==> config.mk <==
export PLATFORM = sky130hd
export DESIGN_NAME = spi_slave_receiver
export DESIGN_NICKNAME = d
export VERILOG_FILES = /design/src/rtl/spi_slave_receiver.sv
export SDC_FILE = /design/constraint.sdc
export NUM_CORES = 1
export LEC_CHECK = 0
export CAP_MARGIN = 20
export CORE_MARGIN = 4
export CORE_UTILIZATION = 35
export DETAILED_ROUTE_END_ITERATION = 10
export GPL_ROUTABILITY_DRIVEN = 0
export PLACE_DENSITY_LB_ADDON = 0.1
export SLEW_MARGIN = 30
export SYNTH_ARGS = -nofsm -noshare
export SYNTH_HDL_FRONTEND = slang
export SYNTH_SLANG_ARGS = --single-unit
==> constraint.sdc <==
create_clock -name clk_100 -period 1.78 [get_ports clk_100]
set_clock_uncertainty 0.05 [all_clocks]
set_input_delay 0.178 -clock clk_100 [delete_from_list [all_inputs] [get_ports clk_100]]
set_output_delay 0.178 -clock clk_100 [all_outputs]
set_load 0.01 [all_outputs]
==> src/rtl/spi_slave_receiver.sv <==
// SPI slave receiver: oversamples SCK/CS/MOSI on clk_100 and shifts MSB-first words; valid rises P_SYNC_STAGES+1 cycles after the final sample edge.
// The master cannot be stalled, so a word completing while valid&&!ready is dropped with an overrun pulse. Defining SPI_RX_FRAME_ERR_EN adds frame_err.
module spi_slave_receiver #(
  parameter int P_DATA_WIDTH  = 8,
  parameter int P_CS_POLAR    = 0,
  parameter int P_CPOL        = 0,
  parameter int P_CPHA        = 0,
  parameter int P_SYNC_STAGES = 2
) (
  input  logic                    clk_100,
  input  logic                    a_rst,
  input  logic                    s_rst,
  input  logic                    SCK,
  input  logic                    CS,
  input  logic                    MOSI,
  output logic [P_DATA_WIDTH-1:0] data,
  output logic                    valid,
  input  logic                    ready,
  output logic                    busy,
  output logic                    overrun
`ifdef SPI_RX_FRAME_ERR_EN
  ,
  output logic                    frame_err
`endif
);

  localparam int W     = P_DATA_WIDTH;
  localparam int S     = P_SYNC_STAGES;
  localparam int CNT_W = $clog2(W);

  localparam logic SCK_IDLE    = (P_CPOL != 0);
  localparam logic CS_ACT      = (P_CS_POLAR != 0);
  localparam logic CS_IDLE     = !CS_ACT;
  localparam logic SAMPLE_RISE = (P_CPOL == P_CPHA);

  localparam logic [CNT_W-1:0] CNT_LAST = CNT_W'(W - 1);

  typedef enum logic {
    ST_IDLE,
    ST_SHIFT
  } state_t;

  state_t state_q, state_d;

  logic [S-1:0]     sck_sync_q, sck_sync_d;
  logic [S-1:0]     cs_sync_q, cs_sync_d;
  logic [S-1:0]     mosi_sync_q, mosi_sync_d;
  logic [S-1:0]     fill_q, fill_d;
  logic             sck_hist_q, sck_hist_d;
  logic             cs_hist_q, cs_hist_d;
  logic             armed_q, armed_d;
  logic [CNT_W-1:0] bit_cnt_q, bit_cnt_d;
  logic [W-1:0]     shift_reg_q, shift_reg_d;
  logic [W-1:0]     data_q, data_d;
  logic             valid_q, valid_d;
  logic             overrun_q, overrun_d;
`ifdef SPI_RX_FRAME_ERR_EN
  logic             frame_err_q, frame_err_d;
`endif

  logic         sck_s, cs_s, mosi_s;
  logic         cs_act_s, cs_act_h;
  logic         cs_rise, cs_fall;
  logic         sck_rise, sck_fall;
  logic         sample_edge;
  logic         primed;
  logic         word_done;
  logic [W-1:0] word_next;

  // Synchronizers and edge detection
  always_comb begin
    sck_sync_d  = {sck_sync_q[S-2:0], SCK};
    cs_sync_d   = {cs_sync_q[S-2:0], CS};
    mosi_sync_d = {mosi_sync_q[S-2:0], MOSI};
    fill_d      = {fill_q[S-2:0], 1'b1};

    sck_s  = sck_sync_q[S-1];
    cs_s   = cs_sync_q[S-1];
    mosi_s = mosi_sync_q[S-1];

    sck_hist_d = sck_s;
    cs_hist_d  = cs_s;

    cs_act_s = (cs_s == CS_ACT);
    cs_act_h = (cs_hist_q == CS_ACT);
    cs_rise  = cs_act_s && !cs_act_h;
    cs_fall  = !cs_act_s && cs_act_h;

    sck_rise    = sck_s && !sck_hist_q;
    sck_fall    = !sck_s && sck_hist_q;
    sample_edge = cs_act_s && (SAMPLE_RISE ? sck_rise : sck_fall);

    // The idle level seeded by reset is not a real pin observation; arm only
    // once the chain has been refilled, so a CS held active through reset is not joined.
    primed  = fill_q[S-1];
    armed_d = armed_q || (primed && !cs_act_s);
  end

  // FSM: next state
  always_comb begin
    state_d = state_q;
    case (state_q)
      ST_IDLE:  if (cs_rise && armed_q) state_d = ST_SHIFT;
      ST_SHIFT: if (cs_fall) state_d = ST_IDLE;
      default:  state_d = ST_IDLE;
    endcase
  end

  // FSM: outputs
  always_comb begin
    busy = (state_q == ST_SHIFT);
  end

  // Shift register, word completion and output handshake
  always_comb begin
    bit_cnt_d   = bit_cnt_q;
    shift_reg_d = shift_reg_q;
    data_d      = data_q;
    valid_d     = valid_q;
    overrun_d   = 1'b0;
    word_done   = 1'b0;
    word_next   = {shift_reg_q[W-2:0], mosi_s};

    if (state_q == ST_SHIFT) begin
      if (cs_fall) begin
        bit_cnt_d = '0;
      end else if (sample_edge) begin
        shift_reg_d = word_next;
        if (bit_cnt_q == CNT_LAST) begin
          bit_cnt_d = '0;
          word_done = 1'b1;
        end else begin
          bit_cnt_d = bit_cnt_q + CNT_W'(1);
        end
      end
    end else begin
      bit_cnt_d = '0;
    end

    if (word_done) begin
      if (!valid_q || ready) begin
        data_d  = word_next;
        valid_d = 1'b1;
      end else begin
        overrun_d = 1'b1;
      end
    end else if (valid_q && ready) begin
      valid_d = 1'b0;
    end
  end

`ifdef SPI_RX_FRAME_ERR_EN
  always_comb begin
    frame_err_d = (state_q == ST_SHIFT) && cs_fall && (bit_cnt_q != '0);
  end
`endif

  // FSM: state register
  always_ff @(posedge clk_100 or posedge a_rst) begin
    if (a_rst) begin
      state_q <= ST_IDLE;
    end else if (s_rst) begin
      state_q <= ST_IDLE;
    end else begin
      state_q <= state_d;
    end
  end

  always_ff @(posedge clk_100 or posedge a_rst) begin
    if (a_rst) begin
      sck_sync_q  <= {S{SCK_IDLE}};
      cs_sync_q   <= {S{CS_IDLE}};
      mosi_sync_q <= '0;
      fill_q      <= '0;
      sck_hist_q  <= SCK_IDLE;
      cs_hist_q   <= CS_IDLE;
      armed_q     <= 1'b0;
      bit_cnt_q   <= '0;
      shift_reg_q <= '0;
      data_q      <= '0;
      valid_q     <= 1'b0;
      overrun_q   <= 1'b0;
    end else if (s_rst) begin
      sck_sync_q  <= {S{SCK_IDLE}};
      cs_sync_q   <= {S{CS_IDLE}};
      mosi_sync_q <= '0;
      fill_q      <= '0;
      sck_hist_q  <= SCK_IDLE;
      cs_hist_q   <= CS_IDLE;
      armed_q     <= 1'b0;
      bit_cnt_q   <= '0;
      shift_reg_q <= '0;
      data_q      <= '0;
      valid_q     <= 1'b0;
      overrun_q   <= 1'b0;
    end else begin
      sck_sync_q  <= sck_sync_d;
      cs_sync_q   <= cs_sync_d;
      mosi_sync_q <= mosi_sync_d;
      fill_q      <= fill_d;
      sck_hist_q  <= sck_hist_d;
      cs_hist_q   <= cs_hist_d;
      armed_q     <= armed_d;
      bit_cnt_q   <= bit_cnt_d;
      shift_reg_q <= shift_reg_d;
      data_q      <= data_d;
      valid_q     <= valid_d;
      overrun_q   <= overrun_d;
    end
  end

`ifdef SPI_RX_FRAME_ERR_EN
  always_ff @(posedge clk_100 or posedge a_rst) begin
    if (a_rst) begin
      frame_err_q <= 1'b0;
    end else if (s_rst) begin
      frame_err_q <= 1'b0;
    end else begin
      frame_err_q <= frame_err_d;
    end
  end

  assign frame_err = frame_err_q;
`endif

  assign data    = data_q;
  assign valid   = valid_q;
  assign overrun = overrun_q;

endmodule

==> summary.md, run 1 <==
| Metric | Value |
|---|---|
| Pre-CTS setup slack | -40.7 ps |
| Worst-path clk slew | 70 ps |
| Gate Count Post-Synth | 117 |
| Post-DP HPWL | 1.55 mm |
| Initial antenna violation count | 0 |
| Slew Limit Fails | 0 |
| DR vias/cell | 4.57 |
| Core ar. | 3470 um^2 |
| Detailed router's first-iteration violation count | 22 |
| Post-synthesis cell type count | 23 |
| Maximum VDD drop | 0.455 mV |
| Routed wire length per instance | 12.6 um |
| First-pass GRT wire length | 4.05 mm |
| DIE AREA | 4760 um^2 |
| Power Total | 1560 uW |
| Initial DRT Pass Iterations | 4 |
| Critical path class | flip-flop to flip-flop |
| WL final | 2.38 mm |
| Worst setup margin | 169 ps |
| Clk root buf | clkbuf_8 |
| #FFs+latches synth | 32 |
| CTS HTree Levels | 2 |
| # IOs | 18 |
| Final hold vios | 0 |
| TritonCTS clock tree | built |
| Synthesized area per cell | 11.1 um^2 |
| Critical Path AT | 1760 ps |
| Max frequency | 0.621 GHz |
| Die X | 69.0 um |
| Tmin final | 1610 ps |
| Buf/Inv on CP | 0 |
| Synth Net Count | 126 |
| CP required | 1930 ps |
| Largest net degree at the start of global routing | 33 |
| CP top delay family | simple AND/OR/NAND/NOR gates |
| Pwr/cell area | 931 nW/um^2 |
| Sequential standard cell area | 805 um^2 |
| Layout Nets | 151 |
| Setup Fix Bufs, Post-CTS | 0 |
| Max-cap violations | 0 |
| Area Growth Syn to Fin | 29.2% |
| Grt total ovfl | 0 |
| P_leak | 0.000727 uW |
| Post-DRT Antenna Nets | 0 |
| RSZ-0062 raised after global routing | false |
| Sequential share of the synthesized area | 61.8% |
| Placed cells | 181 |
| Total number of vias | 863 |
| Outcome | finished, final reports clean |
| Worst-margin pin slew | 570 ps |
| Hold Crit Class | input pin to asynchronous set/reset pin |
| GRT Overall Usage | 12.2% |
| Critical path capture point type | flip-flop |
| Worst-case hold slack | 238 ps |
| Endpoints failing setup | 0 |
| Period utilization | 90.5% |
| Crit path max fanout | 8 |
| Critical Path Slowest Stage Cell | nor3b_4 |
| Initial cell density of the core | 37.5% |
| Synthesized area | 1300 um^2 |
| DRC viols | 0 |
| CTS buffer count | 5 |
| Worst Setup Start Kind | flip-flop |
| Vias in the first global route | 847 |
| CP max stage delay | 550 ps |
| Share of cells above drive strength 1 | 16.8% |
| Multi-input gate area | 459 um^2 |
| YS warnings | 0 |
| Fill cells | 323 |
| Slew headroom | 62.0% |
| IO buf count | 17 |
| Rows | 21 |
| Cell Count, Final, Fillers Out | 189 |
| Clock Latency Late Sink | 280 ps |
| Die Ht | 69.0 um |
| Clock sinks | 32 |
| Antenna Cells | 0 |
| Longest Clk Path Bufs | 2 |
| Final setup TNS | 0 ps |
| Worst-path cell chain | nand4bb_1, nor3b_4, mux2i_1 |
[cell usage after synthesis]
cell | count | area [um^2]
a21oi_1 | 10 | 50.1
a22o_1 | 3 | 26.3
and3_1 | 2 | 12.5
and4bb_2 | 1 | 12.5
buf_2 | 2 | 10.0
buf_6 | 1 | 11.3
clkbuf_1 | 3 | 11.3
dfrtp_1 | 29 | 726
dfstp_2 | 3 | 78.8
ha_1 | 2 | 25.0
inv_1 | 2 | 7.51
inv_2 | 1 | 3.75
mux2i_1 | 8 | 80.1
nand2_1 | 31 | 116
nand3_1 | 1 | 5.00
nand4bb_1 | 1 | 11.3
nor2_1 | 3 | 11.3
nor2b_1 | 8 | 50.1
nor3b_1 | 1 | 7.51
nor3b_2 | 1 | 12.5
nor4b_2 | 1 | 15.0
o21ai_0 | 1 | 5.00
or2_2 | 2 | 12.5
[cells in the final DEF, fill, tap and decap left out, drive strengths merged, types with 3 or more instances in the layout]
| cell type | n |
|---|---|
| dfstp | 3 |
| buf | 7 |
| clkbuf | 7 |
| inv | 3 |
| a22o | 3 |
| nor2 | 3 |
| nand2 | 31 |
| clkdlybuf4s50 | 17 |
| dfrtp | 29 |
| a21oi | 10 |
| nor2b | 8 |
| mux2i | 8 |
[cell families after synthesis]
family,synth area share (%)
multiplexers,6.15
AO/OA/AOI/OAI,6.25
AND/OR/NAND/NOR,20.5
flip-flops,61.8
adder cells (fa/ha/maj),1.92
buffers and inverters,3.37
[layout make-up]
type / instances / share of cell area (%)
clock inverters: 1 / 1.79
multi-input cells: 76 / 27.3
well taps: 46 / 3.42
inverters: 3 / 0.670
clock buffers: 7 / 5.73
repair buffers: 24 / 13.2
flip-flops and latches: 32 / 47.8
[path summary, 6_finish.rpt]
path	start	endpoint	slack (ps)	cells after the start
max in group asynchronous	a_rst	cs_sync_q[1]	1120	3
hold / removal	a_rst	bit_cnt_q[2]	240	3
setup / recovery	cs_sync_q[1]	data[1]	170	3
min in group clk_100	SCK	sck_sync_q[0]	390	2
setup reg to reg	cs_sync_q[1]	data[1]	170	3
hold reg to reg	sck_sync_q[0]	sck_sync_q[1]	420	1
[registers in the layout (all words and copies together) (netlist names)]
name         flops
data             8
overrun          1
busy             1
cs_sync_q        2
sck_hist_q       1
armed_q          1
valid            1
mosi_sync_q      2
cs_hist_q        1
sck_sync_q       2
fill_q           2
shift_reg_q      7
bit_cnt_q        3
[worst min-delay path, stage by stage]
cell             delay, ps
clkdlybuf4s50_1        400
inv_1                   50
buf_4                  360
[routing by layer]
layer / global-route usage (%) / vias to the layer above / share of wire [%]
met4: 5.11 / 0 / 1.7
met2: 17.3 / 20 / 42
met3: 5.83 / 5 / 6.9
li1: - / 431 / -
met5: 0 / - / 0
met1: 16.0 / 407 / 49
[power breakdown]
group / leakage, uW / switching (uW) / internal [uW]
combinational: 0.000233 / 33.9 / 25.4
clock: 0.0000645 / 265 / 494
sequential: 0.000429 / 5.71 / 741
[repair_timing]
action	CTS	global route
hold buffers	0	0
setup endpoints to repair	8	0
gates resized for setup	1	0
[per-stage QoR]
step                utilization (%)  area (um^2)
detailed placement             44.7         1550
global route                   48.5         1680
CTS                            48.5         1680
global placement               44.7         1550
floorplan                         -         1300
finish                         48.5         1680
Note: power is estimated with default switching activity, not from simulation.
==> run 2, diff against run 1 <==
Settings changed: CORE_MARGIN 4 to 10, CTS_CLUSTER_DIAMETER set to 120.
==> run 2 against run 1 <==
  * Final area down 1.9%
  * Largest power group is now sequential cells
  * Clock-buffer cell count down 1
  * Global-route usage down 3.6 points
==> summary.md, run 2 (synthesized netlist as in run 1, its figures left out) <==
| Metric | Value |
|---|---|
| Final hold vios | 0 |
| DR vias/cell | 4.58 |
| Pwr/cell area | 831 nW/um^2 |
| Worst-path clk slew | 70 ps |
| Post-DRT Antenna Nets | 0 |
| Critical Path Slowest Stage Cell | nor3b_4 |
| DIE AREA | 6560 um^2 |
| Detailed router's first-iteration violation count | 45 |
| R2R Path Start | sck_hist_q |
| Worst-path cell chain | nand4bb_1, nor3b_4, mux2i_1 |
| CTS buffer count | 5 |
| Crit path depth | 3 |
| Slew headroom | 61.9% |
| # IOs | 18 |
| Share of cells above drive strength 1 | 16.8% |
| Buf/Inv on CP | 0 |
| Rows | 22 |
| Crit path max fanout | 8 |
| Die X | 81.0 um |
| RSZ-0062 raised after global routing | false |
| Pre-CTS setup slack | -40.2 ps |
| Initial antenna violation count | 0 |
| Slew Limit Fails | 0 |
| Met1 usage | 9.48% |
| GRT Overall Usage | 8.64% |
| Critical path class | flip-flop to flip-flop |
| Layout Nets | 151 |
| Final setup TNS | 0 ps |
| Endpoints failing setup | 0 |
| Worst setup margin | 177 ps |
| Worst reg-to-reg path cell count | 3 |
| Max-cap violations | 0 |
| Area Growth Syn to Fin | 26.8% |
| Critical path capture point type | flip-flop |
| Clock sinks | 32 |
| CP top delay family | simple AND/OR/NAND/NOR gates |
| Worst Setup Start Kind | flip-flop |
| TritonCTS clock tree | built |
| Longest Clk Path Bufs | 2 |
| Period utilization | 90.1% |
| Initial cell density of the core | 35.8% |
| Grt peak-use layer | met2 |
| Core ar. | 3630 um^2 |
| Routed wire length per instance | 13.3 um |
| CP max stage delay | 550 ps |
| Worst-margin pin slew | 571 ps |
| Met3 GRT Util | 4.53% |
| Grt met2 use | 13.8% |
| CTS HTree Levels | 2 |
| Hold_buf cts | 0 |
| Tmin final | 1600 ps |
| Final Util | 45.4% |
| Grt total ovfl | 0 |
| Maximum VDD drop | 0.469 mV |
| First-pass GRT wire length | 4.38 mm |
| CP required | 1930 ps |
| Commonest non-fill, non-tap cell in the layout | nand2_1 |
| Hold Crit Class | input pin to asynchronous set/reset pin |
| Initial DRT Pass Iterations | 2 |
| Fill cells | 360 |
| Clock Latency Late Sink | 280 ps |
| R2R setup slack | 180 ps |
| Outcome | finished, final reports clean |
| R2r endpoint | data[2] |
| Worst-case hold slack | 227 ps |
| Clk root buf | clkbuf_8 |
| DRC viols | 0 |
| Vias in the first global route | 957 |
| Die Ht | 81.0 um |
| Most frequent cells in the layout | nand2_1, dfrtp_1, clkdlybuf4s50_1 |
| Critical Path AT | 1750 ps |
| Setup crit end | data[2] |
| Setup crit start | sck_hist_q |
| P_leak | 0.000713 uW |
| Power Total | 1370 uW |
| Max FFs per register | 8 |
| Post-DP HPWL | 1.80 mm |
| Total number of vias | 874 |
| Largest net degree at the start of global routing | 33 |
| IO buf count | 17 |
| WL final | 2.53 mm |
| Max frequency | 0.624 GHz |
| Antenna Cells | 0 |
==> run 2: cell count changes in the layout (fill, tap and decap cells not counted), sizes merged <==
cell    change
bufinv      -1
clkbuf      -1
clkinv      +2
==> run 2: what timing repair did <==
action | 4_1_cts | 5_1_grt
setup endpoints to repair | 8 | 0
resized for setup | 1 | 0
setup buffers | 0 | 0
==> run 2: tightest hold or removal path: cells and delay by family <==
family	cells	cell delay [ps]
buf+inv	3	790
==> run 2: per-layer routing <==
layer  wire length [um]  share of wire, %  vias to the layer above
li1                   -                 -                      430
met1               1120                44                      420
met2               1180                47                       20
met3                201               7.9                        4
met4                 36               1.4                        0
met5                  0                 0                        -
==> run 2: layout make-up <==
| cell class | count | area, um^2 | share of cell area [%] |
|---|---|---|---|
| sequential | 32 | 805 | 48.7 |
| clock inverter | 2 | 10.0 | 0.607 |
| multi-input combinational | 76 | 459 | 27.8 |
| clock buffer | 6 | 82.6 | 5.00 |
| tap | 48 | 60.1 | 3.64 |
| inverter | 3 | 11.3 | 0.682 |
| timing repair buffer | 24 | 223 | 13.5 |
==> run 2: where the power goes <==
group          internal [uW]  switching [uW]  leakage (uW)  total, uW
combinational           25.4            34.3      0.000233       59.7
sequential               741            5.66      0.000429        746
clock                    308             258     0.0000510        566
==> run 2: how the worst min path moves through the flow <==
stage / slack [ps] / start / cells after the start / end
finish: 230 / a_rst / 3 / data[4]
global route: 290 / a_rst / 3 / data[6]
CTS: 250 / a_rst / 3 / data[6]
detailed placement: 400 / sck_sync_q[0] / 1 / sck_sync_q[1]
global placement: 400 / fill_q[0] / 1 / fill_q[1]
floorplan: 240 / a_rst / 1 / armed_q
==> run 2: stage by stage <==
step,instance area (um^2),std cells
after floorplan,1300,117
after global placement,1550,183
after detailed placement,1550,183
after CTS,1650,191
after global routing,1650,191
final,1650,191
==> run 3, diff against run 2 <==
Settings changed: CAP_MARGIN 20 to unset, CTS_CLUSTER_SIZE set to 20.
==> results of run 3 <==
The final DEF is identical to that of run 2; final timing and power are the same.
